`src/rtl/paddle_pkg.sv`:
```
// Shared types and arithmetic helpers for the paddle_array controller front end.
package paddle_pkg;

    typedef enum logic [1:0] {
        SRC_PADDLE = 2'd0,
        SRC_STICK  = 2'd1,
        SRC_MOUSE  = 2'd2
    } src_t;

    // Saturate a widened signed sum back into the signed 8-bit range.
    function automatic logic [7:0] sat8(input logic signed [9:0] v);
        logic [7:0] r;
        if (v > 10'sd127) begin
            r = 8'h7F;
        end else if (v < -10'sd128) begin
            r = 8'h80;
        end else begin
            r = v[7:0];
        end
        return r;
    endfunction

    function automatic logic signed [8:0] clamp9(input logic signed [8:0] v, input int lim);
        logic signed [8:0] r;
        if (int'(v) > lim) begin
            r = 9'(lim);
        end else if (int'(v) < -lim) begin
            r = 9'(-lim);
        end else begin
            r = v;
        end
        return r;
    endfunction

endpackage

```
`src/rtl/paddle_slew.sv`:
```
// Per-channel output stage: optional slew limiter between the registered target and a_out.
module paddle_slew
    import paddle_pkg::*;
#(
    parameter int OUT_W = 8,
    parameter int SLEW  = 0
) (
    input  logic             clk_sys,
    input  logic             reset,
    input  logic [7:0]       target_i,
    input  logic             tick_i,
    input  logic             snap_i,
    output logic [OUT_W-1:0] out_o
);
    localparam logic signed [9:0] STEP = 10'(SLEW);

    logic [7:0]        out_q;
    logic [7:0]        out_d;
    logic signed [9:0] diff;

    // Values are two's complement, so the distance is taken on sign-extended operands.
    always_comb begin
        diff  = $signed({{2{target_i[7]}}, target_i}) - $signed({{2{out_q[7]}}, out_q});
        out_d = out_q;
        if (SLEW == 0 || snap_i) begin
            out_d = target_i;
        end else if (tick_i) begin
            if (diff > STEP) begin
                out_d = out_q + STEP[7:0];
            end else if (diff < -STEP) begin
                out_d = out_q - STEP[7:0];
            end else begin
                out_d = target_i;
            end
        end
    end

    always_ff @(posedge clk_sys) begin
        if (reset) begin
            out_q <= 8'h00;
        end else begin
            out_q <= out_d;
        end
    end

    assign out_o = OUT_W'(out_q) << (OUT_W - 8);

endmodule

```
`src/rtl/paddle_array.sv`:
```
// Multi-channel paddle / stick / mouse selector driving per-channel pot values and fire buttons.
module paddle_array
    import paddle_pkg::*;
#(
    parameter int NUM_CH      = 4,
    parameter int OUT_W       = 8,
    parameter int MOUSE_SHIFT = 1,
    parameter int MOUSE_STEP  = 10,
    parameter int STICK_THR   = 100,
    parameter int SLEW        = 0
) (
    input  logic                    clk_sys,
    input  logic                    reset,
    input  logic                    inv,
    input  logic [2:0]              mouse_ch,
    input  logic                    tick,
    input  logic [NUM_CH-1:0]       stick_btn,
    input  logic [NUM_CH-1:0]       paddle_btn,
    input  logic [NUM_CH*16-1:0]    joy_a,
    input  logic [NUM_CH*8-1:0]     paddle,
    input  logic [24:0]             ps2_mouse,
    output logic [NUM_CH-1:0]       b_out,
    output logic [NUM_CH*OUT_W-1:0] a_out
);
    localparam logic signed [8:0] THR = 9'(STICK_THR);

    logic              old_stb_q;
    logic [2:0]        mouse_ch_q;
    logic [7:0]        acc_x_q, acc_x_d;
    logic [7:0]        acc_y_q, acc_y_d;
    logic              strobe;
    logic              ch_change;
    logic              mouse_valid;
    logic signed [8:0] raw_dx, raw_dy;
    logic signed [8:0] dx, dy;
    logic              unused_bits;

    assign strobe      = ps2_mouse[24] != old_stb_q;
    assign ch_change   = mouse_ch != mouse_ch_q;
    assign mouse_valid = {1'b0, mouse_ch} < 4'(NUM_CH);
    assign raw_dx      = $signed({ps2_mouse[4], ps2_mouse[15:8]}) >>> MOUSE_SHIFT;
    assign raw_dy      = $signed({ps2_mouse[5], ps2_mouse[23:16]}) >>> MOUSE_SHIFT;
    assign dx          = clamp9(raw_dx, MOUSE_STEP);
    assign dy          = clamp9(raw_dy, MOUSE_STEP);
    assign unused_bits = &{1'b0, ps2_mouse[7:6], ps2_mouse[3:2]};

    // A change of mouse owner restarts the accumulators; that cycle's packet is dropped.
    always_comb begin
        acc_x_d = acc_x_q;
        acc_y_d = acc_y_q;
        if (ch_change) begin
            acc_x_d = 8'h00;
            acc_y_d = 8'h00;
        end else if (strobe && mouse_valid) begin
            acc_x_d = sat8($signed({{2{acc_x_q[7]}}, acc_x_q}) + $signed({dx[8], dx}));
            acc_y_d = sat8($signed({{2{acc_y_q[7]}}, acc_y_q}) + $signed({dy[8], dy}));
        end
    end

    always_ff @(posedge clk_sys) begin
        if (reset) begin
            old_stb_q  <= ps2_mouse[24];
            mouse_ch_q <= mouse_ch;
            acc_x_q    <= 8'h00;
            acc_y_q    <= 8'h00;
        end else begin
            old_stb_q  <= ps2_mouse[24];
            mouse_ch_q <= mouse_ch;
            acc_x_q    <= acc_x_d;
            acc_y_q    <= acc_y_d;
        end
    end

    for (genvar gi = 0; gi < NUM_CH; gi++) begin : g_ch
        src_t       src_q, src_d;
        logic       xy_q, xy_d;
        logic [7:0] target_q, target_d;
        logic       snap_q;
        logic       b_q, b_d;
        logic       owner;
        logic [7:0] joy_x, joy_y, pad, raw;

        assign owner = mouse_ch == 3'(gi);
        assign joy_x = joy_a[gi*16 +: 8];
        assign joy_y = joy_a[gi*16+8 +: 8];
        assign pad   = paddle[gi*8 +: 8];

        always_ff @(posedge clk_sys) begin
            if (reset) begin
                src_q    <= SRC_PADDLE;
                xy_q     <= 1'b0;
                target_q <= 8'h00;
                snap_q   <= 1'b0;
                b_q      <= 1'b0;
            end else begin
                src_q    <= src_d;
                xy_q     <= xy_d;
                target_q <= target_d;
                snap_q   <= src_d != src_q;
                b_q      <= b_d;
            end
        end

        // Later assignments override earlier ones: paddle > stick > mouse strobe > hold.
        always_comb begin
            src_d = src_q;
            if (ch_change && mouse_ch_q == 3'(gi) && src_q == SRC_MOUSE) begin
                src_d = SRC_PADDLE;
            end
            if (strobe && owner) begin
                src_d = SRC_MOUSE;
            end
            if (stick_btn[gi]) begin
                src_d = SRC_STICK;
            end
            if (paddle_btn[gi]) begin
                src_d = SRC_PADDLE;
            end

            xy_d = xy_q;
            if (src_d == SRC_MOUSE && owner) begin
                if (ps2_mouse[0]) begin
                    xy_d = 1'b0;
                end else if (ps2_mouse[1]) begin
                    xy_d = 1'b1;
                end
            end else if (src_d == SRC_STICK) begin
                if (!joy_x[7] && $signed({1'b0, joy_x}) > THR) begin
                    xy_d = 1'b0;
                end else if (!joy_y[7] && $signed({1'b0, joy_y}) > THR) begin
                    xy_d = 1'b1;
                end
            end
        end

        always_comb begin
            case (src_d)
                SRC_STICK: raw = xy_d ? joy_y : joy_x;
                SRC_MOUSE: raw = xy_d ? acc_y_d : acc_x_d;
                default:   raw = {~pad[7], pad[6:0]};
            endcase
            target_d = inv ? ~raw : raw;

            case (src_d)
                SRC_STICK: b_d = stick_btn[gi];
                SRC_MOUSE: b_d = owner && (|ps2_mouse[1:0]);
                default:   b_d = paddle_btn[gi];
            endcase
        end

        paddle_slew #(
            .OUT_W (OUT_W),
            .SLEW  (SLEW)
        ) u_slew (
            .clk_sys  (clk_sys),
            .reset    (reset),
            .target_i (target_q),
            .tick_i   (tick),
            .snap_i   (snap_q),
            .out_o    (a_out[gi*OUT_W +: OUT_W])
        );

        assign b_out[gi] = b_q;
    end

endmodule
```
`config.mk`:
```
export PLATFORM = sky130hd
export DESIGN_NAME = paddle_array
export DESIGN_NICKNAME = d
export VERILOG_FILES = /design/src/rtl/paddle_pkg.sv /design/src/rtl/paddle_slew.sv /design/src/rtl/paddle_array.sv
export SDC_FILE = /design/constraint.sdc
export NUM_CORES = 1
export LEC_CHECK = 0
export BUFFER_PORTS_ARGS = -buffer_cell sky130_fd_sc_hd__buf_4
export CORE_MARGIN = 2
export CORE_UTILIZATION = 54
export CTS_CLUSTER_SIZE = 16
export DETAILED_ROUTE_END_ITERATION = 6
export PLACE_DENSITY = 0.8
export SLEW_MARGIN = 15
export SYNTH_ARGS = -nofsm -noshare
export SYNTH_HDL_FRONTEND = slang
export SYNTH_SLANG_ARGS = --single-unit
```
`constraint.sdc`:
```
create_clock -name clk_sys -period 4.05 [get_ports clk_sys]
set_clock_uncertainty 0.1 [all_clocks]
set_input_delay 0.2025 -clock clk_sys [delete_from_list [all_inputs] [get_ports clk_sys]]
set_output_delay 0.2025 -clock clk_sys [all_outputs]
set_load 0.005 [all_outputs]
```
### Word level (Yosys, flattened, before mapping)

Index checks and enable logic that the tools add are counted.

* bits in registers: 100
* bits of input ports: 136
* output and inout port bits: 36
* logic and storage cells: 183

* add/sub/neg operators: 2
* $lt $le $gt $ge: 17
* equality and inequality tests: 20
* multiplexer cells: 72
* bitwise gates (word level): 8
* reductions and logical operators: 40

Operators with widths (count)
* $mux 8: 20
* $gt 8x7->1 const B: 8
* $pmux 8 s2: 4
* $mux 9: 4
* $mux 2: 16
* $not 8->8: 4
* $logic_and 1x1->1: 29
* $mux 1: 24
* $add 8x9->10: 2
* $gt 10x8->1 const B: 2
* $lt 10x8->1 const B: 2
* $eq 2x2->1 const B: 8
* $gt 8x5->1 const B: 2
* $lt 8x5->1 const B: 2
* $eq 3x2->1 const B: 4
* $eq 2x1->1 const B: 4
* $logic_not 1->1: 8
* $pmux 1 s2: 4
* $eq 3x1->1 const B: 2
* $logic_not 3->1: 2
* $not 1->1: 4
* $lt 3x3->1 const B: 1
* $ne 3x3->1: 1
* $reduce_or 2->1: 1
* $ne 1x1->1: 1

### Longest topological paths before layout

Gate-level depths: netlist of the first run.

* word-level depth: 14
* depth in mapped cells: 19
* gate-level depth less buffers: 16

### Hierarchy

From an unflattened synthesis of the first run, not the netlist that was laid out.

* cell total of the unflattened synthesis: 796
* area, all modules: 6655.1 um2

Modules (own cells, without submodules)
* paddle_array: instances 1, cells each 732, area each 5814.3 um2, sequential area each 1441.4 um2
* paddle_slew: instances 4, cells each 16, area each 210.2 um2, sequential area each 160.2 um2

### Least setup slack after synthesis of the first run

No wires, ideal clock.

* path kind: register -> register
* start: register mouse_ch_q[1]
* end: register g_ch[0].target_q[6]
* setup time: 72 ps
* arrival: 3337 ps
* data required time: 3878 ps
* slack: 541 ps
* stages on the path, launching flop included: 16
* path buffers: 0
* period minus slack after synthesis: 3509 ps
* path through: dfxtp_1 xor2_1 nor3_2 or3_1 o31a_1 o21ai_0 inv_1 ha_1 or4b_4 nand2_2 o31ai_1 o311ai_4 and3_1 o31a_1 a41oi_2 mux2i_1

* word-level cells in the longest chain between the ends: 14
* elaborated cells on any way between the ends: 20
* those cells by class: eq/ne (3); mux (12); bitwise (1); reduce/logical (4)

Ends and longest elaborated chain
* from (decl): line paddle_array.sv:28 `logic [2:0] mouse_ch_q;`
* from (signal assigned): line paddle_array.sv:63 `mouse_ch_q <= mouse_ch;`
* from (signal assigned): line paddle_array.sv:68 `mouse_ch_q <= mouse_ch;`
* $ne 3x3->1 / $logic_not 3->1 (equally long branches): line paddle_array.sv:39, paddle_array.sv:107
* $logic_and 1x1->1 (*) (2 in a row): line paddle_array.sv:107 `if (ch_change && mouse_ch_q == 3'(gi) && src_q == SRC_MOUSE) begin`
* $mux 2 (*): line paddle_array.sv:107
* $mux 2 (*): line paddle_array.sv:110 `if (strobe && owner) begin`
* $mux 2 (*): line paddle_array.sv:113 `if (stick_btn[gi]) begin`
* $mux 2 (*): line paddle_array.sv:116 `if (paddle_btn[gi]) begin`
* via g_ch[0].src_d[1]: line paddle_array.sv:75 `src_t src_q, src_d;`
* $eq 2x1->1 / $eq 2x2->1 (equally long branches): line paddle_array.sv:127, paddle_array.sv:137, paddle_array.sv:121
* $mux 1 / $logic_and 1x1->1 (equally long branches): line paddle_array.sv:127, paddle_array.sv:121
* $mux 1: line paddle_array.sv:121 `if (src_d == SRC_MOUSE && owner) begin`
* $mux 8, on equally long branches: line paddle_array.sv:139, paddle_array.sv:138
* $pmux 8 s2 (*): line paddle_array.sv:137 `case (src_d)`
* $not 8->8: line paddle_array.sv:142 `target_d = inv ? ~raw : raw;`
* $mux 8 (*): line paddle_array.sv:142
* to (signal assigned): line paddle_array.sv:98 `target_q <= target_d;`
* to (decl): line paddle_array.sv:77 `logic [7:0] target_q, target_d;`

Mark *: on every way through the listed nets, which the timed path passes. The rest lies on a longest branch.
A chain may end at the register's enable or synchronous reset.

### Worst setup path in the final report of the first run

* start: input ps2_mouse[22]
* end: register g_ch[1].target_q[3]

* word-level cells in the longest chain between the ends: 13
* elaborated cells on any way between the ends: 15
* those cells by class: add/sub (1); order compare (4); mux (9); bitwise (1)

Ends and longest elaborated chain
* from (decl): line paddle_array.sv:21 `input logic [24:0] ps2_mouse,`
* $lt 8x5->1: line paddle_pkg.sv:27 `end else if (int'(v) < -lim) begin`
* $mux 9: line paddle_pkg.sv:27
* $mux 9 (*): line paddle_pkg.sv:25 `if (int'(v) > lim) begin`
* $add 8x9->10 (*): line paddle_array.sv:56 `acc_y_d = sat8($signed({{2{acc_y_q[7]}}, acc_y_q}) + $signed({dy[8], dy}));`
* $lt 10x8->1: line paddle_pkg.sv:15 `end else if (v < -10'sd128) begin`
* $mux 8: line paddle_pkg.sv:15
* $mux 8 (*): line paddle_pkg.sv:13 `if (v > 10'sd127) begin`
* $mux 8 (*): line paddle_array.sv:54 `end else if (strobe && mouse_valid) begin`
* $mux 8 (*): line paddle_array.sv:51 `if (ch_change) begin`
* $mux 8 (*): line paddle_array.sv:139 `SRC_MOUSE: raw = xy_d ? acc_y_d : acc_x_d;`
* $pmux 8 s2 (*): line paddle_array.sv:137
* $not 8->8: line paddle_array.sv:142
* $mux 8 (*): line paddle_array.sv:142
* to (signal assigned): line paddle_array.sv:98
* to (decl): line paddle_array.sv:77

Every way passes the cells marked *; elsewhere a longest branch is shown, timed or not.

==> results of run 1 <==
[synth_stat cells (7+ instances only)]
master,number
sky130_fd_sc_hd__dfxtp_1,100
sky130_fd_sc_hd__nor2_1,77
sky130_fd_sc_hd__nand2_1,64
sky130_fd_sc_hd__mux2i_1,52
sky130_fd_sc_hd__nor2b_1,45
sky130_fd_sc_hd__o21ai_0,40
sky130_fd_sc_hd__inv_1,31
sky130_fd_sc_hd__clkbuf_1,26
sky130_fd_sc_hd__ha_1,26
sky130_fd_sc_hd__a21oi_1,24
sky130_fd_sc_hd__a32oi_1,20
sky130_fd_sc_hd__nand2b_1,19
sky130_fd_sc_hd__o21a_1,16
sky130_fd_sc_hd__o221ai_1,16
sky130_fd_sc_hd__a211oi_1,13
sky130_fd_sc_hd__nand3_1,13
sky130_fd_sc_hd__nor3_1,12
sky130_fd_sc_hd__a21o_1,11
sky130_fd_sc_hd__o211ai_1,10
sky130_fd_sc_hd__nand3b_1,8
sky130_fd_sc_hd__xor2_1,8
sky130_fd_sc_hd__and3_1,7
sky130_fd_sc_hd__nor3b_1,7
sky130_fd_sc_hd__or2_2,7
[logic make-up after synthesis]
logic type	Yosys count	synth area share
simple gates	281	0.219
compound gates	227	0.270
flops	100	0.304
buf+inv	71	0.0483
mux	57	0.0877
fa+ha+maj	28	0.0556
xor+xnor	11	0.0147
[worst paths after layout]
kind,cells past startpoint,start,end
setup / recovery,14,ps2_mouse[22],g_ch[1].target_q[3]
hold / removal,3,paddle_btn[1],g_ch[1].b_q
setup reg to reg,18,mouse_ch_q[1],g_ch[3].target_q[7]
hold reg to reg,1,g_ch[3].target_q[4],g_ch[3].u_slew.out_o[4]
[registers in the layout, indices dropped and copies added, names as in the netlist]
signal,flops
old_stb_q,1
mouse_ch_q,3
g_ch.xy_q,4
g_ch.target_q,32
acc_x_q,8
g_ch.u_slew.out_o,32
acc_y_q,8
g_ch.src_q,8
g_ch.b_q,4
[critical path, cell delays in order]
cell                       delay (ps)
sky130_fd_sc_hd__buf_4            100
sky130_fd_sc_hd__nand4_1           80
sky130_fd_sc_hd__or2_2            290
sky130_fd_sc_hd__ha_1             350
sky130_fd_sc_hd__or3_1            390
sky130_fd_sc_hd__ha_1             310
sky130_fd_sc_hd__a211oi_2          90
sky130_fd_sc_hd__o21ai_2          250
sky130_fd_sc_hd__a211oi_1         150
sky130_fd_sc_hd__o22a_1           310
sky130_fd_sc_hd__o311ai_1         740
sky130_fd_sc_hd__a32oi_1          240
sky130_fd_sc_hd__o221ai_1         310
sky130_fd_sc_hd__mux2i_1          210
[timing repair]
item	CTS	global route
endpoints found under the setup margin	0	30
endpoints found under the hold margin	1	0
setup buffers	0	2
gates resized for setup	0	15
hold buffers	1	0
[area by class of cell]
type | instances | share of cell area
Clock buffer | 9 | 0.0263
Clock inverter | 7 | 0.00818
Inverter | 31 | 0.0136
Multi-Input combinational cell | 605 | 0.507
Sequential cell | 100 | 0.234
Tap cell | 147 | 0.0215
Timing Repair Buffer | 215 | 0.190
[power by group]
group | switching [mW] | internal (mW)
clock network | 0.435 | 0.435
logic | 0.314 | 0.283
registers | 0.0194 | 1.04
[stage by stage]
stage	instance area (um^2)	total power [mW]	setup TNS, ps
finish	8560	2.53	0
floorplan	6580	1.40	0
global placement	8150	1.64	0
CTS	8450	2.51	0
global route	8560	2.61	-3.97
detailed placement	8150	1.65	-205
[metal layers]
metal,wire length (um),share of wire,GRT usage
met1,8730,0.41,0.405
met2,10100,0.47,0.550
met3,1870,0.087,0.0672
met4,743,0.035,0.111
met5,0,0,0
==> summary.txt, run 1 <==
Outcome
  – Run status: finished, violations left
  – Violated checks: design-rule violations

STA
  – Part of the cycle the worst path needs: 0.958
  – Min Hold Slack: about 15 ps
  – Max Fclk: 258 MHz
  – Max Transition Viols Final: 0
  – Crit path setup slack, layout: ~170 ps
  – Final Hold Viols: 0
  – Post-layout min period: 3880 ps
  – Final setup vio count: 0
  – Tightest Pin Transition: around 1100 ps
  – Rel. slew slack: 0.238

Global route
  – Via count of the first global-routing pass: 6623
  – Leftover overflow at the end of global routing: 0
  – First-pass GRT wire length: approximately 33000 um
  – Total global-route track usage: 0.322
  – Initial antenna violation count: 0
  – Largest net degree at the start of global routing: roughly 70

Power and ir drop
  – Pwr dens: just under 300 nW/um^2
  – Static Leakage: slightly below 4 nW
  – IR Drop Worst-Case VDD: 287 uV

Drt
  – Initial drt markers: slightly below 600
  – First drt pass iteration count: 7
  – Number of vias per cell after detailed routing: 6.24
  – Via Count: 6946
  – Wirelength per Cell: about 19 um
  – Number of routed nets with antenna violations: 0
  – Remaining routing DRC violations: 1
  – Routed Wire Length: around 21000 um

Synthesis
  – Post-Synthesis Cells: 775
  – Distinct cell type count after synthesis: between 70 and 80
  – Share of synthesized registers carrying an async set or reset: 0
  – Largest area contributor in the netlist: sky130_fd_sc_hd__dfxtp_1
  – Synth area leaders: sky130_fd_sc_hd__dfxtp_1 (30%), sky130_fd_sc_hd__mux2i_1 (7.9%), sky130_fd_sc_hd__ha_1 (4.9%)
  – Flip-flop and latch count after synthesis: 100
  – Top cell type's share of synthesized area: 0.304
  – Area of the mapped netlist: about 6600 um^2
  – Post-synth EDFFs: 0
  – Top_reg_cell synth: sky130_fd_sc_hd__dfxtp_1
  – Post-synthesis sequential area ratio: 0.304
  – Synthesized netlist net count: between 900 and 1000
  – Syn Area/Cell: ~8.5 um^2
  – Synth warn: 0

Worst setup path
  – Data required time of the critical path: about 4200 ps
  – Worst Path Class, Setup: input port to flop
  – Type of element capturing the critical path: flop
  – CP max FO: 6
  – Worst setup SP type: input port
  – Reg-to-reg slack, setup: between 200 and 250 ps
  – Critical path data arrival time: 4040 ps

Floorplan
  – Top-level port count: roughly 170
  – Die Outline Area: 13100 um^2
  – Starting density of the core: 0.550
  – Die width: approximately 110 um
  – Core region area: ~12000 um^2
  – Die boundary height: approximately 110 um
  – Core Rows: 40

Place
  – Inst Count DP: roughly 1100
  – Setup slack after placement: -79.3 ps
  – Number of I/O port buffers: between 150 and 200
  – Detailed Place HPWL: between 15000 and 20000 um
  – Global placer's final weighted congestion: 0.952

Layout
  – Area added between synthesis and finish: 30.2%
  – Count of inserted antenna diode cells: 0
  – Final cell count without fillers: roughly 1100
  – Combined flip-flop and latch cell area: about 2000 um^2
  – Most common library cell in the layout ignoring fill and taps: sky130_fd_sc_hd__buf_4
  – # fillers: slightly above 900
  – Number of nets in the layout: roughly 1100
  – Fraction of the core area covered by cells at the end of the flow: 0.716
  – Share of cells above drive strength 1: 0.285
  – Highest-count cells in the layout ignoring fill and taps: sky130_fd_sc_hd__buf_4 (213), sky130_fd_sc_hd__dfxtp_1 (100), sky130_fd_sc_hd__nor2_1 (77), sky130_fd_sc_hd__nand2_1 (64), sky130_fd_sc_hd__mux2i_1 (52)
  – Combined area of the multi-input logic cells: ~4300 um^2

Clock network
  – H-tree levels: 3
  – Worst-Skew Late Latency: 360 ps
  – Clock transition at the register clock pins on the worst setup and hold paths after CTS: roughly 80 ps
  – Clock Path Buffers: 2
  – TritonCTS buffer count: 9
  – Sink Count: 100
  – Clock tree from TritonCTS: built
  – Master cell of the clock root buffer: sky130_fd_sc_hd__clkbuf_16

Worst hold path
  – Path category of the worst min-delay check: input port to flop

Run
  – Reported max-cap violation count: 0
No activity file was read; power rests on OpenSTA's default activity.
==> run 2, diff against run 1 <==
--- a/config.mk
+++ b/config.mk
@@ -5,6 +5,7 @@
 export SDC_FILE = /design/constraint.sdc
 export NUM_CORES = 1
 export LEC_CHECK = 0
+export ABC_AREA = 1
 export BUFFER_PORTS_ARGS = -buffer_cell sky130_fd_sc_hd__buf_4
 export CORE_MARGIN = 2
 export CORE_UTILIZATION = 54
==> summary.txt, run 2 <==
Floorplan
  – Starting density of the core: 0.556
  – Core Rows: 40
  – Die boundary height: between 100 and 150 um
  – Top-level port count: about 170
  – Die width: 115 um
  – Die Outline Area: 13300 um^2
  – Core region area: 12100 um^2

Drt
  – First drt pass iteration count: 6
  – Number of vias per cell after detailed routing: between 5 and 6
  – Wirelength per Cell: ~14 um
  – Remaining routing DRC violations: 0
  – Via Count: 7227
  – Routed Wire Length: 19400 um
  – Initial drt markers: around 570
  – Number of routed nets with antenna violations: 0

Power and ir drop
  – Pwr dens: 317 nW/um^2
  – IR Drop Worst-Case VDD: about 250 uV
  – Static Leakage: ~4.3 nW
  – Total Power Consumption: about 2.6 mW

Worst setup path
  – Critical path data arrival time: roughly 3800 ps
  – R2r worst-path depth: 21
  – Data required time of the critical path: about 4200 ps
  – Crit-path most repeated cell: sky130_fd_sc_hd__nand2_1
  – CP max FO: 17
  – Worst setup SP type: input port
  – Library cell contributing the largest single delay on the critical path: sky130_fd_sc_hd__dlygate4sd3_1
  – List of cells traversed by the critical path: dlygate4sd3_1, buf_4, xnor2_1, nand3_1, buf_4, nand3_1, a21oi_1, nor3_1, inv_1, ha_1, nand2_1, nor3_1, a21oi_1, nand2_1, nand2_2, inv_2, nand2_1, nand2_1, a21oi_1, nand2_1, nand3_1, nand2_1, nor2_1
  – Startpoint of the most critical register-to-register path: mouse_ch_q[0]
  – Delay of the slowest cell on the worst path: between 500 and 600 ps
  – Reg-to-reg slack, setup: about 650 ps
  – Worst Path Class, Setup: input port to flop
  – Type of element capturing the critical path: flop
  – Endpoint of the worst-slack reg-to-reg timing path: g_ch[2].target_q[0]

Synthesis
  – Share of synthesized registers carrying an async set or reset: 0
  – Top_reg_cell synth: sky130_fd_sc_hd__dfxtp_1
  – Largest area contributor in the netlist: sky130_fd_sc_hd__dfxtp_1
  – Most frequent cell after synthesis: sky130_fd_sc_hd__nand2_1
  – Synth warn: 0
  – Syn Area/Cell: approximately 6 um^2
  – Post-synth EDFFs: 0
  – Distinct cell type count after synthesis: 35
  – Post-synthesis sequential area ratio: 0.299
  – Commonest cells post-synth: sky130_fd_sc_hd__nand2_1 (326), sky130_fd_sc_hd__nor2_1 (148), sky130_fd_sc_hd__inv_1 (122)
  – Top cell type's share of synthesized area: 0.299
  – Area of the mapped netlist: 6700 um^2
  – Synthesized netlist net count: 1256
  – Flip-flop and latch count after synthesis: 100
  – Post-Synthesis Cells: ~1100
  – Synth area leaders: sky130_fd_sc_hd__dfxtp_1 (30%), sky130_fd_sc_hd__nand2_1 (18%), sky130_fd_sc_hd__nor2_1 (8.3%)

Global route
  – Via count of the first global-routing pass: around 6600
  – Leftover overflow at the end of global routing: 0
  – Initial antenna violation count: 0
  – Largest net degree at the start of global routing: 65
  – First-pass GRT wire length: 30800 um
  – Total global-route track usage: 0.295

Layout
  – Number of nets in the layout: roughly 1400
  – Fraction of the core area covered by cells at the end of the flow: 0.688
  – Area added between synthesis and finish: 23.7%
  – Most common library cell in the layout ignoring fill and taps: sky130_fd_sc_hd__nand2_1
  – Count of inserted antenna diode cells: 0
  – Share of cells above drive strength 1: 0.201
  – Highest-count cells in the layout ignoring fill and taps: sky130_fd_sc_hd__nand2_1 (326), sky130_fd_sc_hd__buf_4 (170), sky130_fd_sc_hd__nor2_1 (148), sky130_fd_sc_hd__inv_1 (122), sky130_fd_sc_hd__dfxtp_1 (100)

STA
  – RSZ-0062 raised after global routing: no
  – Crit path setup slack, layout: ~500 ps
  – Tightest Pin Transition: roughly 670 ps
  – Post-layout min period: between 3000 and 4000 ps
  – Rel. slew slack: 0.554
  – Total negative slack for setup checks: 0 ps
  – Final Hold Viols: 0
  – Max Fclk: 281 MHz
  – Final setup vio count: 0
  – Max Transition Viols Final: 0
  – Part of the cycle the worst path needs: 0.878

Clock network
  – Master cell of the clock root buffer: sky130_fd_sc_hd__clkbuf_16
  – H-tree levels: 3
  – TritonCTS buffer count: 9
  – Clock tree from TritonCTS: built
  – Clock transition at the register clock pins on the worst setup and hold paths after CTS: approximately 80 ps
  – Sink Count: 100
  – Number of buffers added for setup after CTS: 0
  – Clock Path Buffers: 2
  – Worst-Skew Late Latency: ~360 ps

Place
  – Global placer's final weighted congestion: 0.992
  – Detailed Place HPWL: around 15000 um
  – Setup slack after placement: 418 ps
  – Number of I/O port buffers: approximately 160

Worst hold path
  – Min-Delay Startpoint: stick_btn[3]
  – Number of stages on the worst hold path: 4
  – Path category of the worst min-delay check: input port to flop
  – Destination of the worst hold path: g_ch[3].src_q[1]

Outcome
  – Run status: finished clean

Run
  – Reported max-cap violation count: 0
[run 2: changes by cell type after synthesis, moves of 20 or more]
cell,before,now
sky130_fd_sc_hd__inv_1,31,122
sky130_fd_sc_hd__nand2_1,64,326
sky130_fd_sc_hd__mux2i_1,52,0
sky130_fd_sc_hd__nand3_1,13,86
sky130_fd_sc_hd__or2_2,7,29
sky130_fd_sc_hd__nand2_2,1,21
sky130_fd_sc_hd__a32oi_1,20,0
sky130_fd_sc_hd__nor2b_1,45,0
sky130_fd_sc_hd__a21oi_1,24,82
sky130_fd_sc_hd__nor2_1,77,148
[run 2: worst max path at each step]
stage                                to          start  slack [ps]  cells after the start
CTS                 g_ch[2].target_q[0]    mouse_ch[2]         540                     23
global route        g_ch[0].target_q[7]    mouse_ch[2]         150                     20
global placement    g_ch[2].target_q[5]  ps2_mouse[23]         470                     26
detailed placement  g_ch[2].target_q[5]  ps2_mouse[23]         420                     25
floorplan           g_ch[0].target_q[1]   ps2_mouse[4]        1000                     25
finish              g_ch[2].target_q[0]    mouse_ch[2]         500                     23
[run 2: per-stage QoR]
step / instances / cell area [um^2] / hold slack [ps]
floorplan: 1092 / 6700 / 130
global placement: 1383 / 7920 / 224
detailed placement: 1383 / 7920 / 226
CTS: 1403 / 8290 / 31.3
global route: 1403 / 8290 / 57.5
finish: 1403 / 8290 / 36.3
[run 2: critical path, delay by kind of cell]
family          cells  cell delay [ps]
compound gates      3              390
xor+xnor            1              150
fa+ha+maj           1              310
buf+inv             5             1190
simple gates       13             1500
[run 2: kinds of logic (layout without fill, tap and decap cells)]
kind of cell / after synthesis / count (layout) / share of synthesized area
and+or+nand+nor: 637 / 637 / 0.402
buffers and inverters: 176 / 319 / 0.112
AOI/OAI and AO/OA: 139 / 139 / 0.116
DFF: 100 / 100 / 0.299
adders and majority gates: 28 / 28 / 0.0545
xor gates and xnor gates: 12 / 12 / 0.0157
[run 2: final cells by class]
cell class | instances | area, um^2
Clock buffer | 9 | 225
Clock inverter | 7 | 109
Fill cell | 1118 | 3770
Inverter | 129 | 484
Multi-Input combinational cell | 816 | 3950
Sequential cell | 100 | 2000
Tap cell | 168 | 210
Timing Repair Buffer | 174 | 1320
[run 2: metal layers]
layer  up-vias  part of all wire  global-route usage
met5         -                 0                   0
met1      3218              0.42               0.356
met3        50             0.073              0.0654
li1       3700                 -                   -
met4         0             0.027               0.112
met2       259              0.48               0.513
[run 2: timing repair]
item / CTS / global route
gates resized for setup: 0 / 0
hold endpoints to repair: 4 / 0
endpoints found under the setup margin: 0 / 0
hold buffers: 4 / 0
[run 2: where the power goes]
group          total [mW]  internal, mW  switching [mW]
Combinational       0.604         0.264           0.340
Sequential           1.07          1.05          0.0204
Clock               0.963         0.552           0.411
Total                2.63          1.86           0.771
==> run 3, diff against run 2 <==
--- a/config.mk
+++ b/config.mk
@@ -8,11 +8,13 @@
 export ABC_AREA = 1
 export BUFFER_PORTS_ARGS = -buffer_cell sky130_fd_sc_hd__buf_4
 export CORE_MARGIN = 2
-export CORE_UTILIZATION = 54
+export CORE_UTILIZATION = 55
 export CTS_CLUSTER_SIZE = 16
 export DETAILED_ROUTE_END_ITERATION = 6
-export PLACE_DENSITY = 0.8
+export MAX_ROUTING_LAYER = met4
+export PLACE_DENSITY = 0.81
 export SLEW_MARGIN = 15
 export SYNTH_ARGS = -nofsm -noshare
 export SYNTH_HDL_FRONTEND = slang
+export SYNTH_HIERARCHICAL = 1
 export SYNTH_SLANG_ARGS = --single-unit
==> summary.txt, run 3 <==
Outcome
  – Run status: finished clean

Worst setup path
  – Worst Path Class, Setup: input port to flop
  – Number of buffers and inverters on the critical path: 4
  – Data required time of the critical path: about 4200 ps
  – Startpoint of the most critical register-to-register path: mouse_ch_q[2]
  – Worst setup SP type: input port
  – List of cells traversed by the critical path: dlygate4sd3_1, buf_4, xor2_1, nor2_4, inv_2, nand2_1, o31ai_1, nand2_1, nand3_1, ha_1, nand2_1, nor3_1, a21oi_1, nand2_1, nand2_2, inv_2, nor2_1, o211ai_1, nand3_1, nand2_1, nor2_1
  – R2r worst-path depth: 21
  – Launching element of the worst setup path: mouse_ch[0]
  – End point of the critical path: g_ch[1].target_q[7]
  – Reg-to-reg slack, setup: between 600 and 700 ps
  – CP Depth: 21
  – Critical path data arrival time: about 3700 ps
  – CP max FO: 17
  – Delay-heaviest family, CP: simple AND/OR/NAND/NOR gates
  – Delay of the slowest cell on the worst path: about 550 ps
  – Crit-path most repeated cell: sky130_fd_sc_hd__nand2_1
  – Library cell contributing the largest single delay on the critical path: sky130_fd_sc_hd__dlygate4sd3_1
  – Type of element capturing the critical path: flop
  – Endpoint of the worst-slack reg-to-reg timing path: g_ch[1].target_q[7]

Layout
  – Most common library cell in the layout ignoring fill and taps: sky130_fd_sc_hd__nand2_1
  – Count of inserted antenna diode cells: 0
  – Area added between synthesis and finish: 21.2%
  – Highest-count cells in the layout ignoring fill and taps: sky130_fd_sc_hd__nand2_1 (301), sky130_fd_sc_hd__buf_4 (167), sky130_fd_sc_hd__nor2_1 (150), sky130_fd_sc_hd__inv_1 (121), sky130_fd_sc_hd__dfxtp_1 (100)
  – Share of cells above drive strength 1: 0.224
  – Number of nets in the layout: 1386

Floorplan
  – Starting density of the core: 0.569
  – Die width: 116 um
  – Die Outline Area: 13400 um^2
  – Core region area: ~12000 um^2
  – Core Rows: 40
  – Top-level port count: 172
  – Die boundary height: 116 um

Global route
  – Via count of the first global-routing pass: 6417
  – Initial antenna violation count: 0
  – Total global-route track usage: 0.288
  – First-pass GRT wire length: 30000 um
  – Leftover overflow at the end of global routing: 0
  – Largest net degree at the start of global routing: between 60 and 70

STA
  – Max Transition Viols Final: 0
  – Part of the cycle the worst path needs: 0.888
  – Tightest Pin Transition: 699 ps
  – Max Fclk: between 200 and 300 MHz
  – Post-layout min period: between 3000 and 4000 ps
  – Rel. slew slack: 0.534
  – Min Hold Slack: 25.9 ps
  – RSZ-0062 raised after global routing: no
  – Final Hold Viols: 0
  – Final setup vio count: 0
  – Total negative slack for setup checks: 0 ps

Worst hold path
  – Path category of the worst min-delay check: input port to flop

Power and ir drop
  – Switching power as a share of total power: 0.315
  – Total Power Consumption: 2.54 mW
  – Pwr dens: 304 nW/um^2
  – Switching component of the power: 0.799 mW
  – IR Drop Worst-Case VDD: 195 uV
  – Share of power burned in combinational logic: 0.243
  – Internal cell power: roughly 1.7 mW
  – Static Leakage: 4.33 nW
  – Sequential share of power: 0.419
  – Clock share of power: 0.338

Drt
  – Via Count: between 7000 and 8000
  – Remaining routing DRC violations: 0
  – Number of vias per cell after detailed routing: a little over 5
  – Number of routed nets with antenna violations: 0
  – Routed Wire Length: around 19000 um
  – Wirelength per Cell: between 10 and 15 um
  – Initial drt markers: between 600 and 700
  – First drt pass iteration count: 6

Run
  – Reported max-cap violation count: 0

Synthesis
  – Area of the mapped netlist: 6890 um^2
  – Post-Synthesis Cells: ~1100
  – Synthesized netlist net count: around 1300
  – Synth warn: 6
  – Syn Area/Cell: 6.34 um^2

Place
  – Detailed Place HPWL: ~14000 um
  – Global placer's final weighted congestion: between 0.9 and 1
  – Number of I/O port buffers: between 150 and 200

Clock network
  – TritonCTS buffer count: 9
  – H-tree levels: 3
  – CTS-repair resized insts: 0
  – Worst-Skew Late Latency: between 300 and 400 ps
  – Clock transition at the register clock pins on the worst setup and hold paths after CTS: ~80 ps
  – Master cell of the clock root buffer: sky130_fd_sc_hd__clkbuf_16
  – Clock Path Buffers: 2
  – Clock tree from TritonCTS: built
  – Sink Count: 100
-- run 3: layout make-up --
class / count / area [um^2]
timing repair buffer: 171 / 1290
tap: 168 / 210
fill: 1103 / 3750
inverter: 131 / 494
clock buffer: 9 / 225
sequential: 100 / 2000
clock inverter: 7 / 60.1
multi-input combinational: 809 / 4070
-- run 3: worst reg2reg max path: cells and delay by family, from the launching register on --
| kind | cells | cell delay, ps |
|---|---|---|
| XOR/XNOR | 1 | 140 |
| flip-flops | 1 | 390 |
| AND/OR/NAND/NOR | 12 | 1350 |
| buffers and inverters | 4 | 580 |
| adder cells (fa/ha/maj) | 1 | 350 |
| AO/OA/AOI/OAI | 3 | 390 |
-- run 3: how the worst min path moves through the flow --
stage                       start                to  slack [ps]  depth (start not counted)
global placement    ps2_mouse[24]         old_stb_q         230                          1
CTS                  stick_btn[0]  g_ch[0].src_q[1]          30                          4
global route         stick_btn[0]  g_ch[0].src_q[1]          30                          4
finish               stick_btn[0]  g_ch[0].src_q[1]          30                          4
floorplan             mouse_ch[0]     mouse_ch_q[0]         130                          0
detailed placement  ps2_mouse[24]         old_stb_q         240                          1
-- run 3: power groups by stage --
stage	clock network (mW)	registers, mW	logic (mW)
2_1_floorplan	0	1.09	0.399
3_3_place_gp	0	1.09	0.592
3_5_place_dp	0	1.09	0.604
4_1_cts	0.862	1.06	0.612
5_1_grt	0.906	1.07	0.692
6_report	0.858	1.06	0.619
-- run 3: layer usage --
metal | wire length [um] | up-vias | global-route usage
met2 | 8680 | 295 | 0.472
met4 | 386 | 0 | 0.0730
met1 | 8290 | 3157 | 0.374
li1 | - | 3674 | -
met5 | 0 | - | -
met3 | 1470 | 33 | 0.0434
-- run 3: what timing repair did --
item                                    CTS  global route
hold buffers                              4             0
buffers inserted                          0             1
hold endpoints to repair                  4             0
endpoints found under the setup margin    0            19
-- run 3: stage by stage --
stage | setup WS [ps] | cells | cell area (um^2) | util
6_report | 453 | 1395 | 8360 | 0.690
2_1_floorplan | 910 | 1087 | 6890 | -
3_5_place_dp | 295 | 1374 | 8030 | 0.663
4_1_cts | 273 | 1394 | 8350 | 0.689
5_1_grt | 141 | 1395 | 8360 | 0.690
3_3_place_gp | 393 | 1374 | 8030 | 0.663
